### src/rtl/nap_controller_p.sv
// Power-nap sequencer: keypad duration entry, minute countdown, alarm with
// bounded snooze and unattended-alarm auto-cancel.
module nap_controller_p #(
  parameter int unsigned TICK_DIV      = 6000,
  parameter int unsigned DIGITS        = 2,
  parameter int unsigned MAX_SNOOZE    = 3,
  parameter int unsigned SNOOZE_MIN    = 5,
  parameter int unsigned ALARM_TIMEOUT = 10,
  localparam int unsigned MW = $clog2(10 ** DIGITS),
  localparam int unsigned SW = (MAX_SNOOZE == 0) ? 1 : $clog2(MAX_SNOOZE + 1)
) (
  input  logic          clock,
  input  logic          reset,
  input  logic          switch,
  input  logic [9:0]    keypad,
  input  logic          sharp,
  input  logic          star,
  output logic [2:0]    state,
  output logic          init,
  output logic          en_setting,
  output logic          en_sleep,
  output logic          en_alarm,
  output logic          en_snooze,
  output logic          done,
  output logic [MW-1:0] remaining,
  output logic [SW-1:0] snooze_count
);

  localparam int unsigned PW = $clog2(TICK_DIV);
  localparam int unsigned AW = $clog2(ALARM_TIMEOUT + 1);
  localparam int unsigned DW = $clog2(DIGITS + 1);

  typedef enum logic [2:0] {
    IDLE    = 3'd0,
    SETTING = 3'd1,
    SLEEP   = 3'd2,
    ALARM   = 3'd3,
    SNOOZE  = 3'd4,
    CANCEL  = 3'd5
  } state_t;

  state_t        state_q, state_d;
  logic [MW-1:0] entry_q, entry_d;
  logic [MW-1:0] rem_q, rem_d;
  logic [PW-1:0] presc_q, presc_d;
  logic [AW-1:0] atimer_q, atimer_d;
  logic [SW-1:0] snz_q, snz_d;
  logic [DW-1:0] dcnt_q, dcnt_d;
  logic [9:0]    keypad_q;
  logic          sharp_q, star_q;

  logic       key_valid, sharp_e, star_e, tick;
  logic [3:0] digit;

  always_comb begin
    digit = '0;
    for (int unsigned i = 0; i < 10; i++)
      if (keypad[i]) digit = 4'(i);
  end

  assign key_valid = (keypad != '0) && ((keypad & (keypad - 10'd1)) == '0) &&
                     (keypad_q == '0);
  assign sharp_e   = sharp & ~sharp_q;
  assign star_e    = star & ~star_q;
  assign tick      = (presc_q == PW'(TICK_DIV - 1));

  always_ff @(posedge clock or posedge reset) begin
    if (reset) begin
      state_q  <= IDLE;
      entry_q  <= '0;
      rem_q    <= '0;
      presc_q  <= '0;
      atimer_q <= '0;
      snz_q    <= '0;
      dcnt_q   <= '0;
      keypad_q <= '0;
      sharp_q  <= 1'b0;
      star_q   <= 1'b0;
    end else begin
      state_q  <= state_d;
      entry_q  <= entry_d;
      rem_q    <= rem_d;
      presc_q  <= presc_d;
      atimer_q <= atimer_d;
      snz_q    <= snz_d;
      dcnt_q   <= dcnt_d;
      keypad_q <= keypad;
      sharp_q  <= sharp;
      star_q   <= star;
    end
  end

  always_comb begin
    state_d  = state_q;
    entry_d  = entry_q;
    rem_d    = rem_q;
    presc_d  = presc_q;
    atimer_d = atimer_q;
    snz_d    = snz_q;
    dcnt_d   = dcnt_q;
    case (state_q)
      IDLE: begin
        if (switch) begin
          state_d = SETTING;
          entry_d = '0;
          dcnt_d  = '0;
        end
      end
      SETTING: begin
        if (!switch) begin
          state_d = IDLE;
        end else if (sharp_e && entry_q != '0) begin
          state_d = SLEEP;
          rem_d   = entry_q;
          presc_d = '0;
        end else if (key_valid && dcnt_q < DW'(DIGITS)) begin
          entry_d = entry_q * MW'(10) + MW'(digit);
          dcnt_d  = dcnt_q + DW'(1);
        end
      end
      SLEEP, SNOOZE: begin
        presc_d = tick ? '0 : presc_q + PW'(1);
        // Cancel outranks a same-cycle expiry; the <=1 test keeps remaining from wrapping
        if (sharp_e || !switch) begin
          state_d = CANCEL;
        end else if (tick) begin
          if (rem_q <= MW'(1)) begin
            state_d  = ALARM;
            rem_d    = '0;
            atimer_d = '0;
          end else begin
            rem_d = rem_q - MW'(1);
          end
        end
      end
      ALARM: begin
        presc_d = tick ? '0 : presc_q + PW'(1);
        if (tick) atimer_d = atimer_q + AW'(1);
        if (sharp_e) begin
          state_d = CANCEL;
        end else if (star_e && snz_q < SW'(MAX_SNOOZE)) begin
          state_d = SNOOZE;
          rem_d   = MW'(SNOOZE_MIN);
          snz_d   = snz_q + SW'(1);
          presc_d = '0;
        end else if (tick && atimer_q == AW'(ALARM_TIMEOUT - 1)) begin
          state_d = CANCEL;
        end else if (!switch) begin
          state_d = CANCEL;
        end
      end
      CANCEL:  state_d = IDLE;
      default: state_d = IDLE;
    endcase
    // Counters are cleared on the way into CANCEL so the done cycle already shows zeros
    if (state_d == CANCEL) begin
      entry_d  = '0;
      rem_d    = '0;
      snz_d    = '0;
      presc_d  = '0;
      atimer_d = '0;
      dcnt_d   = '0;
    end
  end

  assign state        = state_q;
  assign init         = (state_q == IDLE);
  assign en_setting   = (state_q == SETTING);
  assign en_sleep     = (state_q == SLEEP);
  assign en_alarm     = (state_q == ALARM);
  assign en_snooze    = (state_q == SNOOZE);
  assign done         = (state_q == CANCEL);
  assign remaining    = (state_q == SETTING) ? entry_q :
                        (state_q == SLEEP || state_q == SNOOZE) ? rem_q : '0;
  assign snooze_count = snz_q;

endmodule

### config.mk
export PLATFORM = sky130hd
export DESIGN_NAME = nap_controller_p
export DESIGN_NICKNAME = d
export VERILOG_FILES = /design/src/rtl/nap_controller_p.sv
export SDC_FILE = /design/constraint.sdc
export NUM_CORES = 1
export LEC_CHECK = 0
export CAP_MARGIN = 20
export CORE_ASPECT_RATIO = 0.5
export CORE_MARGIN = 1
export CORE_UTILIZATION = 50
export CTS_CLUSTER_DIAMETER = 200
export DETAILED_ROUTE_END_ITERATION = 6
export GPL_ROUTABILITY_DRIVEN = 1
export GPL_TIMING_DRIVEN = 0
export PLACE_DENSITY = 0.72
export SETUP_SLACK_MARGIN = 0.02
export SLEW_MARGIN = 20
export SYNTH_ARGS = -nofsm -noshare
export SYNTH_HDL_FRONTEND = slang
export SYNTH_SLANG_ARGS = --single-unit
### constraint.sdc
create_clock -name clock -period 3.8 [get_ports clock]
set_clock_uncertainty 0.15 [all_clocks]
set_input_delay 0.38 -clock clock [delete_from_list [all_inputs] [get_ports clock]]
set_output_delay 0.38 -clock clock [all_outputs]
set_load 0.02 [all_outputs]
======== Word-level counts from Yosys, hierarchy flattened ========
Index checks and enable logic that the tools add are counted.
W data, S select, Z words.
storage, ports and cells
  register bits ........................... 50
  latch bits .............................. 0
  bits in writable memories ............... 0
  bits in read-only memories .............. 0
  input port bits ......................... 15
  output and inout port bits .............. 18
  logic and storage cells ................. 131
  memories kept ........................... 0
operators by class
  add/subtract/negate cells ............... 7
  $mul .................................... 1
  div/mod/pow operators ................... 0
  $lt $le $gt $ge ......................... 3
  eq/ne operators ......................... 20
  shift-type cells ........................ 0
  mux-type cells .......................... 60
  bitwise gates (word level) .............. 5
  reductions and logical operators ........ 25
operator list
  cell                     count
  $mux W7                  15
  $mux W13                 6
  $mux W4                  13
  $pmux W13 S3             1
  $mux W3                  10
  $pmux W7 S3              1
  $logic_not A10 Y1        2
  $mux W2                  9
  $ne A3 B1 Y1 const B     5
  $pmux W7 S2              1
  $add A13 B1 Y13 const B  1
  $eq A13 B13 Y1 const B   1
  $pmux W3 S4              1
  $and A10 B10 Y10         1
  $reduce_and A5 Y1        2
  $reduce_bool A10 Y1      1
  $sub A10 B1 Y10 const B  1
  $eq A3 B3 Y1 const B     3
  $ne A3 B2 Y1 const B     3
  $ne A3 B3 Y1 const B     3
  $pmux W4 S2              1
  $add A7 B4 Y7            1
  $le A7 B1 Y1 const B     1
  $mul A7 B3 Y6 const B    1
  23 further kinds         37

======== Depth between registers and ports, before layout ========
  depth after elaboration ................. 15
  mapped depth ............................ 9
  depth with buffers taken out ............ 9

======== Worst setup path after synthesis ========
OpenSTA, ideal clock, no wires.
  kind .................................... input-to-reg
  start ................................... in keypad[9]
  end ..................................... reg entry_q[4]
  setup time .............................. 0.073 ns
  arrival time ............................ 2.127 ns
  required time ........................... 3.577 ns
  slack ................................... 1.450 ns
  cell stages on the path ................. 9
  path buffers ............................ 1
  path through ............................ or2_2 > clkbuf_1 > a21oi_1 > ha_1 > a21o_1 > a21oi_1 > xor2_1 > or3_1 > a21oi_2
between the ends
  cells in the longest elaborated chain, start to end .. 8
  elaborated cells on any way between the ends .. 16
  those cells by class .................... add/sub (2); eq/ne (1); mux (6); bitwise (1); reduce/logical (6)
ends and longest elaborated chain
  item                                RTL line  RTL
  start: declaration                  15        input logic [9:0] keypad,
  $sub A10 B1 Y10                     61        assign key_valid = (keypad != '0) && ((keypad & (keypad - 10'd1)) == '0) &&
  $and A10 B10 Y10                    61
  $logic_not A10 Y1                   61
  $logic_and A1 B1 Y1 (2 in series)   61
  $logic_and A1 B1 Y1                 116       end else if (key_valid && dcnt_q < DW'(DIGITS)) begin
  $ne A3 B1 Y1 (no source line)       n/a
  $reduce_and A5 Y1 (no source line)  n/a
  end signal: assignment              81        entry_q <= entry_d;
  end: declaration                    43        logic [MW-1:0] entry_q, entry_d;
Several ways; a longest one is shown, not always the timed one. The select of a mux whose other input is x is not followed.
A chain may end at the register's enable or synchronous reset.

======== Worst setup path in the final report ========
  start ................................... reg state_q[0], in the netlist state[0]
  end ..................................... out remaining[1]
between the ends
  cells in the longest elaborated chain, start to end .. 4
  elaborated cells on any way between the ends .. 6
  those cells by class .................... eq/ne (3); mux (2); reduce/logical (1)
ends and longest elaborated chain
  item                                          RTL line  RTL
  start: declaration                            42        state_t state_q, state_d;
  start signal: assignment                      80        state_q <= state_d;
  $eq A3 B2 Y1 or $eq A3 B3 Y1 (tied branches)  174       (state_q == SLEEP || state_q == SNOOZE) ? rem_q : '0;
  $logic_or A1 B1 Y1                            174
  $mux W7                                       174
  $mux W7 (*)                                   173       assign remaining = (state_q == SETTING) ? entry_q :
  end: declaration                              25        output logic [MW-1:0] remaining,
Mark *: on every way between the ends. The rest lies on a longest branch, timed or not.

==> reports/qor.yml <==
end_kind: "output pin"
cts_resized: 0
tightestPinTransition_ns: 0.785
p_per_area_nw_per_um2: 645
rows: 19
synth-seq-cells: 50
gp_congestion: 0.906
netSwitchingPower_mw: 0.984
grtUsageTotal_pct: 23.9
max_slew_margin_pct: 47.0
synthArstFlopShare_pct: 100
min_period_ns: 2.88
tns_ns: 0
cts_tree: "built"
critPathLaunch: "state[0]$_DFF_PP0_"
crit_required_ns: 3.27
r2r-start: "entry_q[1]$_DFFE_PP0P_"
drc: 0
initial_core_util_pct: 53.6
cellLeakagePower_nw: 1.60
crit_path_start_kind: "flip-flop"
status: "finished clean"
numCtsBuffers: 5
synth_ff_type: "dfrtp_1"
antenna_left: 0
fin_nets: 403
routed_wl_um: 7110
grt_antenna_before_repair: 0
clk_pin_slew_ns: 0.07
worstPathArrival_ns: 2.35
cp_max_fo: 10
portBuffers: 32
crit_type: "reg2out"
grt_pass1_wl_um: 12100
ios: 33
dieArea_um2: 6430
dr.pass1.iters: 5
p_int_mw: 1.35
vdd_drop_max_v: 0.000376
diodes: 0
pwr-share-seq_pct: 33.5
finalSetupViolCount: 0
seq_area_frac_synth_pct: 41.1
vias: 2688
postSynthCellCount: 333
ys_warn_count: 0
rsz0062_at_grt: "false"
ctsRootBufferMaster: "clkbuf_16"
avgSynthCellArea_um2: 9.15
die_w_um: 112
fin_crit_sh_pct: 75.8
grt_overflow_total: 0
max-clock-path-buffers: 2
combPwrFrac_pct: 48.2
fp.coreArea_um2: 5680
yosysUniqueCellTypes: 60
grt_start_max_net_pins: 31
cts_max_level: 2
routedWlPerCell_um: 16.0
dp_hpwl_um: 5310
post_cts_buffers: 0
grt_pass1_vias: 2541
vias_per_cell: 6.03
clkPwrFrac_pct: 18.3
synth-edff-count: 0
area_delta_synth_final_pct: 18.8
holdWs_ns: 0.364
fmax_mhz: 347
clk_latency_ns: 0.29
syn_nets: 363
drive_gt1_share_pct: 6.70
cts_hold_buf: 0
finalMaxSlewViolations: 0
syn-cell-area_um2: 3050
swShare_pct: 42.1
maxCapViolCount: 0
worstHoldPathType: "in2async"
die-height_um: 57.2
drt-initial-drc-count: 188
cts_sinks: 50
finalHoldViolCount: 0
==> sequential cells by signal (all words and copies together), names as in the netlist, 2 cells and up <==
register / count
atimer_q: 4
dcnt_q: 2
entry_q: 7
keypad_q: 10
presc_q: 13
rem_q: 7
snooze_count: 2
state: 3
==> power groups by stage <==
stage | logic [mW] | registers, mW | clock network (mW)
6_report | 1.13 | 0.781 | 0.427
5_1_grt | 1.24 | 0.796 | 0.457
4_1_cts | 1.13 | 0.777 | 0.436
3_5_place_dp | 1.12 | 0.784 | 0
3_3_place_gp | 1.08 | 0.781 | 0
2_1_floorplan | 0.777 | 0.761 | 0
==> worst paths after layout <==
check                           slack, ns  cells past startpoint                      end
max in group asynchronous            2.59                      3    keypad_q[6]$_DFF_PP0_
worst min-delay path                 0.36                      2  atimer_q[3]$_DFFE_PP0P_
worst max register to register       1.15                      6     rem_q[0]$_DFFE_PP0P_
worst min register to register       0.37                      1   presc_q[8]$_DFFE_PP0P_
min in group clock                   0.37                      1   presc_q[8]$_DFFE_PP0P_
worst max-delay path                 0.92                      6             remaining[1]
==> synth_stat cells, types with 3 or more instances <==
library cell	number	share of area, %
dfrtp_1	50	41
nand2_1	42	5.2
nor2_1	30	3.7
a21oi_1	27	4.4
nand3_1	21	3.5
o21ai_0	20	3.3
inv_1	15	1.8
ha_1	13	5.3
a22o_1	12	3.5
nor3_1	9	1.5
and3_1	6	1.2
mux2i_1	6	2.0
a21o_1	5	1.2
xnor2_1	5	1.4
xor2_1	5	1.4
a211oi_1	4	0.99
a22oi_1	3	0.74
clkbuf_1	3	0.37
nand2b_1	3	0.62
nand3b_1	3	0.74
nor4_1	3	0.62
or3_1	3	0.62
==> final cells by class <==
type | count | area (um^2)
fillers | 492 | 2060
multi-input cells | 261 | 1700
flip-flops and latches | 50 | 1250
repair buffers | 33 | 348
clock buffers | 7 | 133
well taps | 73 | 91.3
inverters | 16 | 60.1
plain buffers | 6 | 37.5
==> layer usage <==
layer | wire, um | up-vias | track usage [%]
met4 | 75 | 0 | 6.48
li1 | - | 1286 | -
met2 | 3320 | 81 | 39.7
met5 | 0 | - | 0
met3 | 394 | 10 | 4.99
met1 | 3330 | 1311 | 32.4
==> critical path, stage by stage, from the launching register on <==
cell,delay [ns]
dfrtp_1,0.50
clkbuf_1,0.39
nand2_1,0.19
clkinv_1,0.19
nand2_1,0.07
o21ai_0,0.09
clkdlybuf4s50_1,0.63
==> stage by stage <==
stage | cells | instance area, um^2 | util (%) | worst slack (ns) | power [mW]
2_1_floorplan | 333 | 3050 | - | 1.45 | 1.54
3_3_place_gp | 438 | 3460 | 60.8 | 0.801 | 1.86
3_5_place_dp | 439 | 3480 | 61.3 | 0.744 | 1.91
4_1_cts | 446 | 3620 | 63.7 | 0.891 | 2.34
5_1_grt | 446 | 3620 | 63.7 | 0.754 | 2.49
6_report | 446 | 3620 | 63.7 | 0.918 | 2.33
==> cells in the final DEF (no fill, tap or decap), types with 2 or more instances in the layout <==
cell type,netlist,routed
ha_1,13,13
nand3b_1,3,3
nand2b_1,3,3
a22o_1,12,12
a211oi_1,4,4
clkbuf_16,0,5
inv_1,15,14
o21ai_0,20,20
nor2_1,30,30
nor4_1,3,3
o21bai_1,2,2
clkbuf_1,3,5
nand2_1,42,42
a22oi_1,3,3
or3_1,3,3
xnor2_1,5,5
nor2b_1,2,2
a21oi_1,27,27
clkdlybuf4s50_1,0,32
nor3_1,9,9
a21o_1,5,5
and3_1,6,6
buf_4,2,2
nand3_1,21,21
fa_1,2,2
and2_1,2,2
a211o_1,2,2
dfrtp_1,50,50
a21oi_2,2,2
mux2i_1,6,6
xor2_1,5,5
==> kinds of logic (layout without fill, tap and decap cells) <==
family / after synthesis / after routing / share of synthesized area, %
AOI/OAI and AO/OA: 92 / 92 / 21.2
muxes: 6 / 6 / 1.97
DFF: 50 / 50 / 41.1
xor gates and xnor gates: 10 / 10 / 2.88
adders and majority gates: 15 / 15 / 6.66
and+or+nand+nor: 138 / 138 / 23.0
buffers and inverters: 22 / 62 / 3.20
No activity file was read; power rests on OpenSTA's default activity.
